<file path="src/rtl/pattern_video_pkg.sv">
// Shared types, constants and helpers for the pattern video generator.
package pattern_video_pkg;

    typedef enum logic [1:0] {
        NOISE = 2'd0,
        BARS  = 2'd1,
        GRID  = 2'd2,
        GRAD  = 2'd3
    } mode_e;

    typedef struct packed {
        logic       pal;
        logic       scandouble;
        mode_e      mode;
        logic [2:0] chan_en;
    } cfg_t;

    localparam cfg_t CFG_RESET = '{pal: 1'b0, scandouble: 1'b0, mode: NOISE, chan_en: 3'b111};

    // Fibonacci taps 32,22,2,1 expressed as bit positions 31,21,1,0.
    localparam logic [31:0] LFSR_TAPS = 32'h8020_0003;
    localparam logic [31:0] LFSR_SEED = 32'hFFFF_FFFF;

    // Counter widths never drop below 8 so the gradient can always take 8 low bits.
    function automatic int cnt_width(input int n);
        return ($clog2(n) > 8) ? $clog2(n) : 8;
    endfunction

    function automatic logic [31:0] lfsr_next(input logic [31:0] s);
        return {s[30:0], ^(s & LFSR_TAPS)};
    endfunction

    function automatic logic [2:0] bar_rgb(input logic [2:0] idx);
        case (idx)
            3'd0:    return 3'b111;
            3'd1:    return 3'b110;
            3'd2:    return 3'b011;
            3'd3:    return 3'b010;
            3'd4:    return 3'b101;
            3'd5:    return 3'b100;
            3'd6:    return 3'b001;
            default: return 3'b000;
        endcase
    endfunction

endpackage

</file>
<file path="src/rtl/video_timing_counter.sv">
// Pixel divider, raster counters, frame-wrap config latch and registered blank/sync.
module video_timing_counter
    import pattern_video_pkg::*;
#(
    parameter int CE_DIV   = 8,
    parameter int H_ACTIVE = 256,
    parameter int H_TOTAL  = 320,
    parameter int HS_START = 270,
    parameter int HS_LEN   = 24,
    parameter int V_ACTIVE = 240,
    parameter int VS_START = 244,
    parameter int VS_LEN   = 3,
    parameter int V_NTSC   = 262,
    parameter int V_PAL    = 312,
    localparam int HC_W    = cnt_width(H_TOTAL),
    localparam int VC_W    = cnt_width(2 * V_PAL)
) (
    input  logic            clk,
    input  logic            reset,
    input  logic            pal,
    input  logic            scandouble,
    input  logic [1:0]      mode,
    input  logic [2:0]      chan_en,
    output logic            ce_o,
    output logic            line_end_o,
    output logic [HC_W-1:0] hc_o,
    output logic [VC_W-1:0] sl_o,
    output mode_e           mode_o,
    output logic [2:0]      chan_en_o,
    output logic            ce_pix_o,
    output logic            hblank_o,
    output logic            hsync_o,
    output logic            vblank_o,
    output logic            vsync_o,
    output logic [15:0]     frame_cnt_o
);

    localparam int DIV_W = $clog2(CE_DIV);

    logic [DIV_W-1:0] div_q, div_d;
    logic [HC_W-1:0]  hc_q, hc_d;
    logic [VC_W-1:0]  vc_q, vc_d;
    cfg_t             cfg_q, cfg_d;
    logic             ce_pix_q, ce_pix_d;
    logic             hblank_q, hblank_d, hsync_q, hsync_d;
    logic             vblank_q, vblank_d, vsync_q, vsync_d;
    logic [15:0]      frame_q, frame_d;

    logic [DIV_W-1:0] div_last_s;
    logic [VC_W-1:0]  vt_last_s;
    logic [VC_W-1:0]  sl_s;
    logic             ce_s, line_end_s, frame_end_s;

    // Next-state logic: divider, raster position, config latch and timing outputs.
    always_comb begin
        div_last_s = cfg_q.scandouble ? DIV_W'(CE_DIV / 2 - 1) : DIV_W'(CE_DIV - 1);
        if (cfg_q.pal) begin
            vt_last_s = cfg_q.scandouble ? VC_W'(2 * V_PAL - 1) : VC_W'(V_PAL - 1);
        end else begin
            vt_last_s = cfg_q.scandouble ? VC_W'(2 * V_NTSC - 1) : VC_W'(V_NTSC - 1);
        end
        sl_s        = cfg_q.scandouble ? (vc_q >> 1) : vc_q;
        ce_s        = (div_q == div_last_s);
        line_end_s  = (hc_q == HC_W'(H_TOTAL - 1));
        frame_end_s = line_end_s && (vc_q == vt_last_s);

        div_d    = div_q;
        hc_d     = hc_q;
        vc_d     = vc_q;
        cfg_d    = cfg_q;
        frame_d  = frame_q;
        hblank_d = hblank_q;
        hsync_d  = hsync_q;
        vblank_d = vblank_q;
        vsync_d  = vsync_q;
        ce_pix_d = ce_s;

        if (ce_s) begin
            // Restarting the divider on every strobe makes a period change land cleanly.
            div_d    = '0;
            hblank_d = (hc_q >= HC_W'(H_ACTIVE));
            hsync_d  = (hc_q >= HC_W'(HS_START)) && (hc_q < HC_W'(HS_START + HS_LEN));
            vblank_d = (sl_s >= VC_W'(V_ACTIVE));
            vsync_d  = (sl_s >= VC_W'(VS_START)) && (sl_s < VC_W'(VS_START + VS_LEN));
            if (line_end_s) begin
                hc_d = '0;
                vc_d = frame_end_s ? '0 : vc_q + 1'b1;
            end else begin
                hc_d = hc_q + 1'b1;
            end
            if (frame_end_s) begin
                cfg_d.pal        = pal;
                cfg_d.scandouble = scandouble;
                cfg_d.mode       = mode_e'(mode);
                cfg_d.chan_en    = chan_en;
                frame_d          = frame_q + 16'd1;
            end else begin
                frame_d = frame_q;
            end
        end else begin
            div_d = div_q + 1'b1;
        end
    end

    // State register with asynchronous reset.
    always_ff @(posedge clk or posedge reset) begin
        if (reset) begin
            div_q    <= '0;
            hc_q     <= '0;
            vc_q     <= '0;
            cfg_q    <= CFG_RESET;
            ce_pix_q <= 1'b0;
            hblank_q <= 1'b1;
            hsync_q  <= 1'b0;
            vblank_q <= 1'b1;
            vsync_q  <= 1'b0;
            frame_q  <= 16'd0;
        end else begin
            div_q    <= div_d;
            hc_q     <= hc_d;
            vc_q     <= vc_d;
            cfg_q    <= cfg_d;
            ce_pix_q <= ce_pix_d;
            hblank_q <= hblank_d;
            hsync_q  <= hsync_d;
            vblank_q <= vblank_d;
            vsync_q  <= vsync_d;
            frame_q  <= frame_d;
        end
    end

    assign ce_o        = ce_s;
    assign line_end_o  = line_end_s;
    assign hc_o        = hc_q;
    assign sl_o        = sl_s;
    assign mode_o      = cfg_q.mode;
    assign chan_en_o   = cfg_q.chan_en;
    assign ce_pix_o    = ce_pix_q;
    assign hblank_o    = hblank_q;
    assign hsync_o     = hsync_q;
    assign vblank_o    = vblank_q;
    assign vsync_o     = vsync_q;
    assign frame_cnt_o = frame_q;

endmodule

</file>
<file path="src/rtl/pattern_video_gen.sv">
// Raster timing plus RGB test patterns (noise, colour bars, grid, gradient).
module pattern_video_gen
    import pattern_video_pkg::*;
#(
    parameter int COLOR_W  = 8,
    parameter int CE_DIV   = 8,
    parameter int H_ACTIVE = 256,
    parameter int H_TOTAL  = 320,
    parameter int HS_START = 270,
    parameter int HS_LEN   = 24,
    parameter int V_ACTIVE = 240,
    parameter int VS_START = 244,
    parameter int VS_LEN   = 3,
    parameter int V_NTSC   = 262,
    parameter int V_PAL    = 312
) (
    input  logic               clk,
    input  logic               reset,
    input  logic               pal,
    input  logic               scandouble,
    input  logic [1:0]         mode,
    input  logic [2:0]         chan_en,
    output logic               ce_pix,
    output logic               HBlank,
    output logic               HSync,
    output logic               VBlank,
    output logic               VSync,
    output logic [COLOR_W-1:0] r,
    output logic [COLOR_W-1:0] g,
    output logic [COLOR_W-1:0] b,
    output logic [15:0]        frame_cnt
);

    localparam int HC_W    = cnt_width(H_TOTAL);
    localparam int VC_W    = cnt_width(2 * V_PAL);
    localparam int BAR_PIX = H_ACTIVE / 8;
    localparam int BP_W    = $clog2(BAR_PIX) + 1;

    logic            ce_s, line_end_s;
    logic [HC_W-1:0] hc_s;
    logic [VC_W-1:0] sl_s;
    mode_e           mode_s;
    logic [2:0]      chan_en_s;

    video_timing_counter #(
        .CE_DIV  (CE_DIV),
        .H_ACTIVE(H_ACTIVE),
        .H_TOTAL (H_TOTAL),
        .HS_START(HS_START),
        .HS_LEN  (HS_LEN),
        .V_ACTIVE(V_ACTIVE),
        .VS_START(VS_START),
        .VS_LEN  (VS_LEN),
        .V_NTSC  (V_NTSC),
        .V_PAL   (V_PAL)
    ) u_timing (
        .clk        (clk),
        .reset      (reset),
        .pal        (pal),
        .scandouble (scandouble),
        .mode       (mode),
        .chan_en    (chan_en),
        .ce_o       (ce_s),
        .line_end_o (line_end_s),
        .hc_o       (hc_s),
        .sl_o       (sl_s),
        .mode_o     (mode_s),
        .chan_en_o  (chan_en_s),
        .ce_pix_o   (ce_pix),
        .hblank_o   (HBlank),
        .hsync_o    (HSync),
        .vblank_o   (VBlank),
        .vsync_o    (VSync),
        .frame_cnt_o(frame_cnt)
    );

    // MSB-align an 8-bit value into COLOR_W bits (zero-pad or truncate).
    function automatic logic [COLOR_W-1:0] align8(input logic [7:0] v);
        return COLOR_W'({v, {COLOR_W{1'b0}}} >> 8);
    endfunction

    logic [31:0]        lfsr_q, lfsr_d;
    logic [BP_W-1:0]    bar_pix_q, bar_pix_d;
    logic [2:0]         bar_idx_q, bar_idx_d;
    logic [COLOR_W-1:0] r_q, r_d, g_q, g_d, b_q, b_d;

    logic [COLOR_W-1:0] pat_r_s, pat_g_s, pat_b_s;
    logic [2:0]         bar_s;
    logic               blank_s, grid_on_s;

    // Pattern selection for the current pixel and next-state of pattern registers.
    always_comb begin
        blank_s   = (hc_s >= HC_W'(H_ACTIVE)) || (sl_s >= VC_W'(V_ACTIVE));
        bar_s     = bar_rgb(bar_idx_q);
        grid_on_s = (hc_s[3:0] == 4'd0) || (sl_s[3:0] == 4'd0) ||
                    (hc_s == HC_W'(H_ACTIVE - 1)) || (sl_s == VC_W'(V_ACTIVE - 1));
        pat_r_s   = '0;
        pat_g_s   = '0;
        pat_b_s   = '0;
        case (mode_s)
            NOISE: begin
                pat_r_s = COLOR_W'(lfsr_q);
                pat_g_s = COLOR_W'(lfsr_q);
                pat_b_s = COLOR_W'(lfsr_q);
            end
            BARS: begin
                pat_r_s = {COLOR_W{bar_s[2]}};
                pat_g_s = {COLOR_W{bar_s[1]}};
                pat_b_s = {COLOR_W{bar_s[0]}};
            end
            GRID: begin
                pat_r_s = {COLOR_W{grid_on_s}};
                pat_g_s = {COLOR_W{grid_on_s}};
                pat_b_s = {COLOR_W{grid_on_s}};
            end
            GRAD: begin
                pat_r_s = align8(hc_s[7:0]);
                pat_g_s = align8(sl_s[7:0]);
                pat_b_s = align8(hc_s[7:0] ^ sl_s[7:0]);
            end
            default: begin
                pat_r_s = '0;
                pat_g_s = '0;
                pat_b_s = '0;
            end
        endcase

        lfsr_d    = lfsr_q;
        bar_pix_d = bar_pix_q;
        bar_idx_d = bar_idx_q;
        r_d       = r_q;
        g_d       = g_q;
        b_d       = b_q;
        if (ce_s) begin
            lfsr_d = lfsr_next(lfsr_q);
            if (line_end_s) begin
                bar_pix_d = '0;
                bar_idx_d = 3'd0;
            end else if (bar_pix_q == BP_W'(BAR_PIX - 1)) begin
                bar_pix_d = '0;
                bar_idx_d = bar_idx_q + 3'd1;
            end else begin
                bar_pix_d = bar_pix_q + 1'b1;
            end
            if (blank_s) begin
                r_d = '0;
                g_d = '0;
                b_d = '0;
            end else begin
                r_d = chan_en_s[2] ? pat_r_s : '0;
                g_d = chan_en_s[1] ? pat_g_s : '0;
                b_d = chan_en_s[0] ? pat_b_s : '0;
            end
        end else begin
            lfsr_d = lfsr_q;
        end
    end

    // Pattern register with asynchronous reset.
    always_ff @(posedge clk or posedge reset) begin
        if (reset) begin
            lfsr_q    <= LFSR_SEED;
            bar_pix_q <= '0;
            bar_idx_q <= 3'd0;
            r_q       <= '0;
            g_q       <= '0;
            b_q       <= '0;
        end else begin
            lfsr_q    <= lfsr_d;
            bar_pix_q <= bar_pix_d;
            bar_idx_q <= bar_idx_d;
            r_q       <= r_d;
            g_q       <= g_d;
            b_q       <= b_d;
        end
    end

    assign r = r_q;
    assign g = g_q;
    assign b = b_q;

endmodule

</file>
<file path="config.mk">
export PLATFORM = sky130hd
export DESIGN_NAME = pattern_video_gen
export DESIGN_NICKNAME = d
export VERILOG_FILES = /design/src/rtl/pattern_video_pkg.sv /design/src/rtl/video_timing_counter.sv /design/src/rtl/pattern_video_gen.sv
export SDC_FILE = /design/constraint.sdc
export NUM_CORES = 1
export LEC_CHECK = 0
export BUFFER_PORTS_ARGS = -buffer_cell sky130_fd_sc_hd__clkbuf_2
export CAP_MARGIN = 25
export CORE_ASPECT_RATIO = 2
export CORE_MARGIN = 1.5
export CORE_UTILIZATION = 28
export CTS_CLUSTER_SIZE = 40
export DETAILED_ROUTE_END_ITERATION = 12
export RECOVER_POWER = 50
export REMOVE_ABC_BUFFERS = 1
export SYNTH_ARGS = -nofsm -noshare
export SYNTH_HDL_FRONTEND = slang
export SYNTH_HIERARCHICAL = 1
export SYNTH_SLANG_ARGS = --single-unit
</file>
<file path="constraint.sdc">
create_clock -name clk -period 3.45 [get_ports clk]
set_input_delay 0.345 -clock clk [delete_from_list [all_inputs] [get_ports clk]]
set_output_delay 0.345 -clock clk [all_outputs]
set_load 0.01 [all_outputs]
</file>
==> flow_summary.toml, run 1 <==
[sta]
rsz0062_at_grt = "no"
setup_viol = 0
max_slew.worst_pin.slew_ps = 1500
max-slew-margin-rel = -0.00343
fmax_mhz = 332
final_max_slew_viol_count = 39
final.setup.tns_ps = 0
hold_viol = 0
skew_ps = 11.1
period_minus_slack_ps = 3010
period_share = 0.872

[clock_tree]
path_clk_slew_ps = 60
insertion_delay_ps = 420
postCtsHoldBufs = 0
clockRootBuffer = "clkbuf_16"
cts_max_level = 4
cts_tree = "built"
cts_buffer_depth = 2
ctsResizeCount = 0
cts_setup_buffers = 0
numCtsBuffers = 17
clock_sinks = 115

[critical_path]
crit_path_start_kind = "flip-flop"
arrival_ps = 3340
path_class = "reg2reg"
slowest_stage = "dfrtp_1"
crit_path_end_kind = "flip-flop"
crit_top_cell = "nand4_1"
crit_path_cell_trace = "mux2_2 -> nor4_1 -> nor2_1 -> nand4_1 -> nand4_1 -> o21ai_1"
cp_data_required_time_ps = 3780
crit_path_max_incr_delay_ps = 820
cp_max_fo = 22

[route]
num_vias = 4326
drt_iter0_markers = 189
wl_per_cell_microns = 16.7
drtAntennaViolNets = 0
vias_per_cell = 4.87
drt-pass1-iter-count = 4
wl_mm = 14.8
drc = 0

[floorplan]
core-area_sq_mm = 0.0208
die_w_microns = 106
start_util = 0.283
io_pins = 54
die_h_microns = 208
num_rows = 75
dieArea_sq_mm = 0.0220

[power_and_ir_drop]
ir_drop_uv = 221
seqPwrFrac = 0.439
p_leak_uw = 0.00303
power.density_mw_per_mm2 = 444
swShare = 0.225
p_comb_frac = 0.011
clkPwrFrac = 0.551
internal_power_uw = 2390
p_switching_uw = 694

[place]
placed_cell_area_sq_mm = 0.00641
portBuffers = 53
gp_congestion = 0.898
dp_hpwl_mm = 11.2
dp.cells = 857

[grt]
grt_use_total = 0.143
grt_antenna_before_repair = 0
grt_max_degree = 39
grt_pass1_vias = 4536
grt_pass1_wl_mm = 23.8
globalRouteOverflowTotal = 0

[final_layout]
n_fill_cell = 2172
stdcell_count = 889
diodes = 0
nNetsFinal = 628
multiInputGateArea_sq_mm = 0.00272
mostFrequentLayoutCell = "dfrtp_1"
finish.instance_area_sq_mm = 0.00694
synthToLayoutAreaGrowth_pct = 17.6
drive_gt1_frac = 0.273
regArea_sq_mm = 0.00292
final_cell_mix = "dfrtp_1 (78), nand2_1 (53), mux2_2 (46)"

[synthesis]
dominantRegCellSynth = "dfrtp_1"
syn_avg_cell_area_sq_um = 10.6
synth_edf_count = 0
syn_area_sq_mm = 0.00590
yosysSeqAreaShare = 0.496
postSynth.asyncResetShare = 1.00
yosysUniqueCellTypes = 57
synth-seq-cells = 115
yosys_warnings = 6
synth_cells = 556

[status]
violations = "max-capacitance violations, max-slew violations"
status = "finished, violations left"

[run]
max_cap_viol_count = 2

[worst_hold_path]
worst_hold_path_type = "in2reg"
[state kept, by name, summed over array words and instances (netlist names), 6 cells and up]
register and cells:
u_timing/hc_o 9, u_timing/vc_q 10, r 8, b 8
lfsr_q 32, g 8, bar_pix_q 6, u_timing/frame_cnt_o 16
[cell usage after synthesis, types with 13 or more instances]
cell type / count / share of area
dfstp_2: 37 / 0.16
inv_1: 15 / 0.0095
nand3_1: 14 / 0.012
a22oi_1: 13 / 0.017
o21ai_0: 26 / 0.022
xor2_1: 22 / 0.033
dfrtp_1: 78 / 0.33
mux2_2: 46 / 0.088
nor2_1: 39 / 0.025
xnor2_1: 23 / 0.034
a21oi_1: 22 / 0.019
nor3_1: 16 / 0.014
nand2_1: 53 / 0.034
[cell type report]
| type | count | area share |
|---|---|---|
| clock inverter | 12 | 0.0128 |
| timing repair buffer | 64 | 0.0451 |
| inverter | 18 | 0.00974 |
| clock buffer | 20 | 0.0705 |
| multi-input combinational | 391 | 0.392 |
| sequential | 115 | 0.421 |
| tap | 269 | 0.0485 |
[power groups by stage]
stage	sequential (uW)	clock, uW	combinational [uW]
2_1_floorplan	1370	0	19.4
3_3_place_gp	1370	0	39.0
3_5_place_dp	1370	0	39.3
4_1_cts	1350	1730	39.5
5_1_grt	1350	1790	39.7
6_report	1350	1700	32.7
[critical path: cells and delay by family (launching register included)]
family | cells | cell delay [ps]
DFF | 1 | 820
muxes | 1 | 500
and+or+nand+nor | 4 | 1350
AOI/OAI and AO/OA | 1 | 250
[cells by family after synthesis]
kind of cell,Yosys count,synth area share
buffers and inverters,50,0.0431
muxes,47,0.0897
xor gates and xnor gates,45,0.0668
AOI/OAI and AO/OA,102,0.112
and+or+nand+nor,185,0.167
adders and majority gates,12,0.0255
DFF,115,0.496
[routing by layer]
| metal | track usage | up-vias | wire length (microns) |
|---|---|---|---|
| met5 | 0 | - | 0 |
| met4 | 0.101 | 0 | 820 |
| met3 | 0.0279 | 45 | 454 |
| met2 | 0.272 | 91 | 8380 |
| met1 | 0.132 | 2112 | 5200 |
| li1 | - | 2078 | - |
[through the flow]
step / total power [uW] / utilization / setup WS (ps) / hold WS, ps
2_1_floorplan: 1390 / - / 152 / 410
3_3_place_gp: 1410 / 0.307 / 520 / 422
3_5_place_dp: 1410 / 0.308 / 470 / 430
4_1_cts: 3130 / 0.335 / 458 / 123
5_1_grt: 3180 / 0.333 / 188 / 160
6_report: 3080 / 0.333 / 442 / 165
[worst paths after layout]
path	start	end	slack (ps)	depth (start not counted)
max in group asynchronous	reset	r[2]$_DFFE_PP0P_	1160	3
min in group asynchronous	reset	u_timing/hc_o[6]$_DFFE_PP0P_	350	2
min reg2reg	u_timing/div_q[0]$_DFF_PP0_	u_timing/div_q[0]$_DFF_PP0_	440	1
max reg2reg	u_timing/cfg_q[5]$_DFFE_PP0P_	b[4]$_DFFE_PP0P_	440	6
min	chan_en[2]	u_timing/chan_en_o[2]$_DFFE_PP1P_	160	2
max	u_timing/cfg_q[5]$_DFFE_PP0P_	b[4]$_DFFE_PP0P_	440	6
Note: power is estimated with default switching activity, not from simulation.
==> run 2, diff against run 1 <==
--- a/config.mk
+++ b/config.mk
@@ -16,5 +16,4 @@
 export REMOVE_ABC_BUFFERS = 1
 export SYNTH_ARGS = -nofsm -noshare
 export SYNTH_HDL_FRONTEND = slang
-export SYNTH_HIERARCHICAL = 1
 export SYNTH_SLANG_ARGS = --single-unit
==> constraint.sdc (replaced) <==
create_clock -name clk -period 3.2 [get_ports clk]
set_input_delay 0.32 -clock clk [delete_from_list [all_inputs] [get_ports clk]]
set_output_delay 0.32 -clock clk [all_outputs]
set_load 0.01 [all_outputs]
==> run 2 against run 1 <==
The run still ends with max-capacitance violations, max-slew violations left. Global-route usage increased by 0.62 points. Clock power increased by 15%. Critical path type unchanged. Wire length increased by 2.1%. Fmax increased by 16%. Largest power group unchanged. Area after synthesis decreased by 2.8%. Clock skew decreased by 2.1 ps. Sequential share of layout area increased by 0.77 points.
==> flow_summary.toml, run 2 <==
[final_layout]
n_fill_cell = 2070
largest_register_ffs = 32
nNetsFinal = 696
regMostFlops = "lfsr_q"
synthToLayoutAreaGrowth_pct = 18.9
diodes = 0
drive_gt1_frac = 0.178
final_cell_mix = "nand2_1 (167), dfrtp_1 (78), nor2_1 (57)"
mostFrequentLayoutCell = "nand2_1"
final_util = 0.341

[route]
drt_iter0_markers = 191
wl_per_cell_microns = 16.0
drc = 0
vias_per_cell = 4.74
num_vias = 4494
drtAntennaViolNets = 0
wl_mm = 15.2
drt-pass1-iter-count = 5

[synthesis]
synth-seq-cells = 115
synth.cells.most_frequent = "nand2_1 (168), dfrtp_1 (78), nor2_1 (57)"
yosysUniqueCellTypes = 60
synth.top_cells.by_area = "dfrtp_1 (34%), dfstp_2 (17%), nand2_1 (11%)"
dominantRegCellSynth = "dfrtp_1"
yosysSeqAreaShare = 0.510
synth_edf_count = 0
yosys_warnings = 0
syn_area_sq_mm = 0.00573
synth_cells = 623
syn_avg_cell_area_sq_um = 9.20
synth_area_leader_cell = "dfrtp_1"
synth_top_area_frac = 0.341
postSynth.asyncResetShare = 1.00
synth.most_common_cell = "nand2_1"

[critical_path]
arrival_ps = 2870
crit_path_max_incr_delay_ps = 440
crit_path_start_kind = "flip-flop"
crit_path_cell_trace = "ha_1 -> and2_1 -> and2_1 -> and3_1 -> ha_1 -> a2111oi_4 -> nand2_2 -> o211ai_2 -> o21ai_0"
crit_path_end_kind = "flip-flop"
r2r_slack_ps = 620
slowest_stage = "dfrtp_1"
cp_data_required_time_ps = 3480
cp_max_fo = 10
path_buf_inv = 0
cp_top_family = "compound AO/OA/AOI/OAI gates"
path_class = "reg2reg"

[sta]
setup_ws_ps = 617
max_slew.worst_pin.slew_ps = 1790
period_share = 0.807
rsz0062_at_grt = "no"
final.setup.tns_ps = 0
setup_viol = 0
fmax_mhz = 387
max-slew-margin-rel = -0.193
final_max_slew_viol_count = 75
period_minus_slack_ps = 2580
skew_ps = 9.07
hold_viol = 0
whs_ps = 70.7

[clock_tree]
insertion_delay_ps = 420
numCtsBuffers = 17
cts_max_level = 4
postCtsHoldBufs = 0
cts_tree = "built"
ctsResizeCount = 0
path_clk_slew_ps = 60
cts_buffer_depth = 2
clockRootBuffer = "clkbuf_16"
cts_setup_buffers = 0
clock_sinks = 115

[grt]
grt_pass1_vias = 4498
grt_use_total = 0.149
globalRouteOverflowTotal = 0
grt_antenna_before_repair = 0
grt_max_degree = 75
grt_pass1_wl_mm = 24.2

[worst_hold_path]
worst_hold_path_type = "in2reg"

[status]
status = "finished, violations left"
violations = "max-capacitance violations, max-slew violations"

[floorplan]
die_w_microns = 104
die_h_microns = 205
num_rows = 73
core-area_sq_mm = 0.0200
dieArea_sq_mm = 0.0214
io_pins = 54
start_util = 0.286

[power_and_ir_drop]
power.density_mw_per_mm2 = 505
p_leak_uw = 0.00309
report.power.total_uw = 3440
ir_drop_uv = 307

[place]
place_ws_ps = 615
portBuffers = 53
dp_hpwl_mm = 11.0
gp_congestion = 0.900

[run]
max_cap_viol_count = 1
-- run 2: cell count changes after synthesis, moves of 9 or more --
cell     before  now
o21ai_0      26   39
nor2_1       39   57
o31ai_1      10    1
mux2_2       46    2
o41ai_1       0    9
nand2_1      53  168
a22oi_1      13    0
-- run 2: final cells by class --
type | instances | area, sq um | share of cell area
Multi-Input combinational cell | 459 | 2580 | 0.379
Sequential cell | 115 | 2920 | 0.429
Tap cell | 262 | 328 | 0.0481
Timing Repair Buffer | 65 | 315 | 0.0463
Clock inverter | 14 | 178 | 0.0261
Inverter | 16 | 61.3 | 0.00900
Clock buffer | 18 | 429 | 0.0630
-- run 2: path summary, 6_finish.rpt --
check                                             start                           endpoint  cells after the start
setup / recovery           u_timing.hc_o[0]$_DFFE_PP0P_                   r[6]$_DFFE_PP0P_                      9
hold / removal                               chan_en[1]  u_timing.chan_en_o[1]$_DFFE_PP1P_                      3
setup reg to reg           u_timing.hc_o[0]$_DFFE_PP0P_                   r[6]$_DFFE_PP0P_                      9
hold reg to reg             u_timing.div_q[0]$_DFF_PP0_        u_timing.div_q[0]$_DFF_PP0_                      1
max in group asynchronous                         reset  u_timing.chan_en_o[0]$_DFFE_PP1P_                      5
min in group asynchronous                         reset                   g[5]$_DFFE_PP0P_                      4
-- run 2: layer usage --
layer,track usage,up-vias,share of wire
met5,0,-,0
met4,0.107,0,0.053
met3,0.0282,37,0.030
met2,0.275,107,0.55
met1,0.149,2153,0.37
li1,-,2197,-
-- run 2: stage by stage --
stage	area, sq um	instances
final	6820	949
after global routing	6820	949
after CTS	6840	947
after detailed placement	6230	915
after global placement	6230	915
after floorplan	5560	590
-- run 2: worst min-delay path, stage by stage --
cell and delay (ps):
clkbuf_2 80, nand2_1 50, nand2_1 40
-- run 2: cells by family after synthesis --
group           after synthesis  synth area share
fa+ha+maj                    13            0.0284
simple gates                295             0.226
mux                           7            0.0127
compound gates              101             0.116
buf+inv                      49            0.0400
flops                       115             0.510
xor+xnor                     43            0.0670
-- run 2: power by group --
part           total, uW  switching [uW]  internal (uW)
Sequential          1460               0           1460
Combinational       35.6            30.1           5.53
Clock               1950             719           1230
Total               3440             750           2690
==> run 3, diff against run 2 <==
--- a/config.mk
+++ b/config.mk
@@ -5,6 +5,7 @@
 export SDC_FILE = /design/constraint.sdc
 export NUM_CORES = 1
 export LEC_CHECK = 0
+export ABC_AREA = 1
 export BUFFER_PORTS_ARGS = -buffer_cell sky130_fd_sc_hd__clkbuf_2
 export CAP_MARGIN = 25
 export CORE_ASPECT_RATIO = 2
==> constraint.sdc (replaced) <==
create_clock -name clk -period 2.1 [get_ports clk]
set_input_delay 0.21 -clock clk [delete_from_list [all_inputs] [get_ports clk]]
set_output_delay 0.21 -clock clk [all_outputs]
set_load 0.01 [all_outputs]
==> run 3 against run 2 <==
The run now ends clean. Global-route usage up 1.8 points. Sequential share of layout area fell by 5.1 points. Cell count rose by 30%. Count of clock-buffer cells in the layout grew 2. Power increased by 55%. Largest cell class is now multi-input gates.
==> flow_summary.toml, run 3 <==
[sta]
period_share = 0.965
max-slew-margin-rel = 0.0184
period_minus_slack_ps = 2030
setup_viol = 0
skew_ps = 10.4
hold_viol = 0
final_max_slew_viol_count = 0
final.setup.tns_ps = 0
max_slew.worst_pin.slew_ps = 1470
fmax_mhz = 493

[clock_tree]
numCtsBuffers = 17
cts_tree = "built"
insertion_delay_ps = 440
clock_sinks = 115
path_clk_slew_ps = 60
clockRootBuffer = "clkbuf_16"
cts_buffer_depth = 2
cts_max_level = 4

[critical_path]
r2r_end = "u_timing.vc_q[9]$_DFFE_PP0P_"
cp_max_fo = 21
cp_data_required_time_ps = 2470
r2r_slack_ps = 70
crit_path_start_kind = "flip-flop"
path_class = "reg2reg"
timing.rr.start = "u_timing.cfg_q[5]$_DFFE_PP0P_"
arrival_ps = 2400
worstRegToRegCells = 10
crit_path_end_kind = "flip-flop"

[final_layout]
stdcell_count = 1235
mostFrequentLayoutCell = "nand2_1"
n_fill_cell = 2351
nNetsFinal = 964
regMostFlops = "lfsr_q"
synthToLayoutAreaGrowth_pct = 20.7
diodes = 0
drive_gt1_frac = 0.171
largest_register_ffs = 32
final_cell_mix = "nand2_1 (302), dfrtp_1 (78), nor2_1 (77), inv_1 (77), o21ai_0 (61)"

[synthesis]
synth.most_common_cell = "nand2_1"
yosysSeqAreaShare = 0.456
synth.cells.most_frequent = "nand2_1 (304), dfrtp_1 (78), inv_1 (78), nor2_1 (78), o21ai_0 (61)"
postSynth.asyncResetShare = 1.00
synth_area_leader_cell = "dfrtp_1"
yosysUniqueCellTypes = 39
syn_avg_cell_area_sq_um = 7.41
synth-seq-cells = 115
synth_edf_count = 0
dominantRegCellSynth = "dfrtp_1"
syn_area_sq_mm = 0.00641
synth_cells = 866
synth.top_cells.by_area = "dfrtp_1 (30%), nand2_1 (18%), dfstp_2 (15%)"
synth_top_area_frac = 0.304
yosys_warnings = 0

[route]
num_vias = 5847
wl_mm = 18.5
wl_per_cell_microns = 15.0
vias_per_cell = 4.73
drc = 0
drtAntennaViolNets = 0
drt_iter0_markers = 448
drt-pass1-iter-count = 5

[status]
status = "completed"

[grt]
grt_pass1_wl_mm = 29.7
grt_pass1_vias = 5682
grt_use_total = 0.167
grt_max_degree = 116
grt_antenna_before_repair = 0
globalRouteOverflowTotal = 0

[floorplan]
die_h_microns = 217
core-area_sq_mm = 0.0225
start_util = 0.285
die_w_microns = 110
num_rows = 78
io_pins = 54
dieArea_sq_mm = 0.0239

[place]
dp.cells = 1196
gp_congestion = 0.943
dp_hpwl_mm = 13.9
portBuffers = 53

[worst_hold_path]
holdPathStages = 3
worstHoldStart = "mode[0]"
hold_end = "u_timing.mode_o[0]$_DFFE_PP0P_"
worst_hold_path_type = "in2reg"

[power_and_ir_drop]
p_leak_uw = 0.00372
ir_drop_uv = 529
power.density_mw_per_mm2 = 690

[run]
max_cap_viol_count = 0
-- run 3: worst max-delay path by stage --
stage	slack [ps]	cells after the start	from	to
2_1_floorplan	-1090	1	reset	b[0]$_DFFE_PP0P_
3_3_place_gp	60	13	u_timing.hc_o[0]$_DFFE_PP0P_	r[7]$_DFFE_PP0P_
3_5_place_dp	30	13	u_timing.hc_o[0]$_DFFE_PP0P_	r[7]$_DFFE_PP0P_
4_1_cts	30	13	u_timing.hc_o[0]$_DFFE_PP0P_	b[7]$_DFFE_PP0P_
5_1_grt	-0.7	10	u_timing.cfg_q[6]$_DFFE_PP0P_	u_timing.frame_cnt_o[2]$_DFFE_PP0P_
6_report	70	10	u_timing.cfg_q[5]$_DFFE_PP0P_	u_timing.vc_q[9]$_DFFE_PP0P_
-- run 3: power by group --
part	switching, uW	total [uW]	internal [uW]
logic	48.1	60.4	12.3
clock network	1130	3060	1930
registers	0	2220	2220
total	1170	5340	4170
-- run 3: logic make-up after synthesis --
| family | Yosys count | synth area share |
|---|---|---|
| AND/OR/NAND/NOR | 507 | 0.339 |
| buffers and inverters | 120 | 0.0829 |
| flip-flops | 115 | 0.456 |
| AO/OA/AOI/OAI | 100 | 0.0819 |
| adder cells (fa/ha/maj) | 13 | 0.0254 |
| XOR/XNOR | 11 | 0.0150 |
-- run 3: repair_timing --
| action | CTS | global route |
|---|---|---|
| setup endpoints to repair | 0 | 34 |
| setup buffers | 0 | 1 |
| endpoints found under the hold margin | 82 | 0 |
| gates resized for setup | 0 | 7 |
| hold buffers | 5 | 0 |
-- run 3: area by class of cell --
cell class | count | area, sq um | share of cell area
Sequential cell | 115 | 2920 | 0.378
Tap cell | 280 | 350 | 0.0453
Timing Repair Buffer | 84 | 485 | 0.0627
Clock inverter | 12 | 136 | 0.0176
Clock buffer | 20 | 489 | 0.0632
Inverter | 92 | 354 | 0.0457
Multi-Input combinational cell | 632 | 3000 | 0.388
-- run 3: metal layers --
layer | up-vias | wire (microns) | global-route usage
met5 | - | 0 | 0
met4 | 0 | 1290 | 0.124
met3 | 73 | 744 | 0.0338
met2 | 154 | 10000 | 0.294
met1 | 2697 | 6480 | 0.167
li1 | 2923 | - | -
-- run 3: worst max-delay path, cell delays in order (launching register included) --
cell and delay, ps:
dfrtp_1 380, buf_4 210, nand2_1 120, nand3_4 140, nor2_2 150, nand2_1 240
nor2_1 370, nand3_1 170, nand2_1 90, nand2_1 50, inv_1 40
-- run 3: stage by stage --
step                worst slack (ps)  cell area, sq um  utilization  hold slack (ps)  total power, uW
floorplan                      -1090              6230            -              301             2290
global placement                60.1              7050        0.313              410             2320
detailed placement              33.8              7050        0.313              417             2320
CTS                             31.3              7730        0.343             7.46             5420
global route                  -0.739              7740        0.343             21.7             5530
finish                          72.7              7740        0.343             20.4             5340
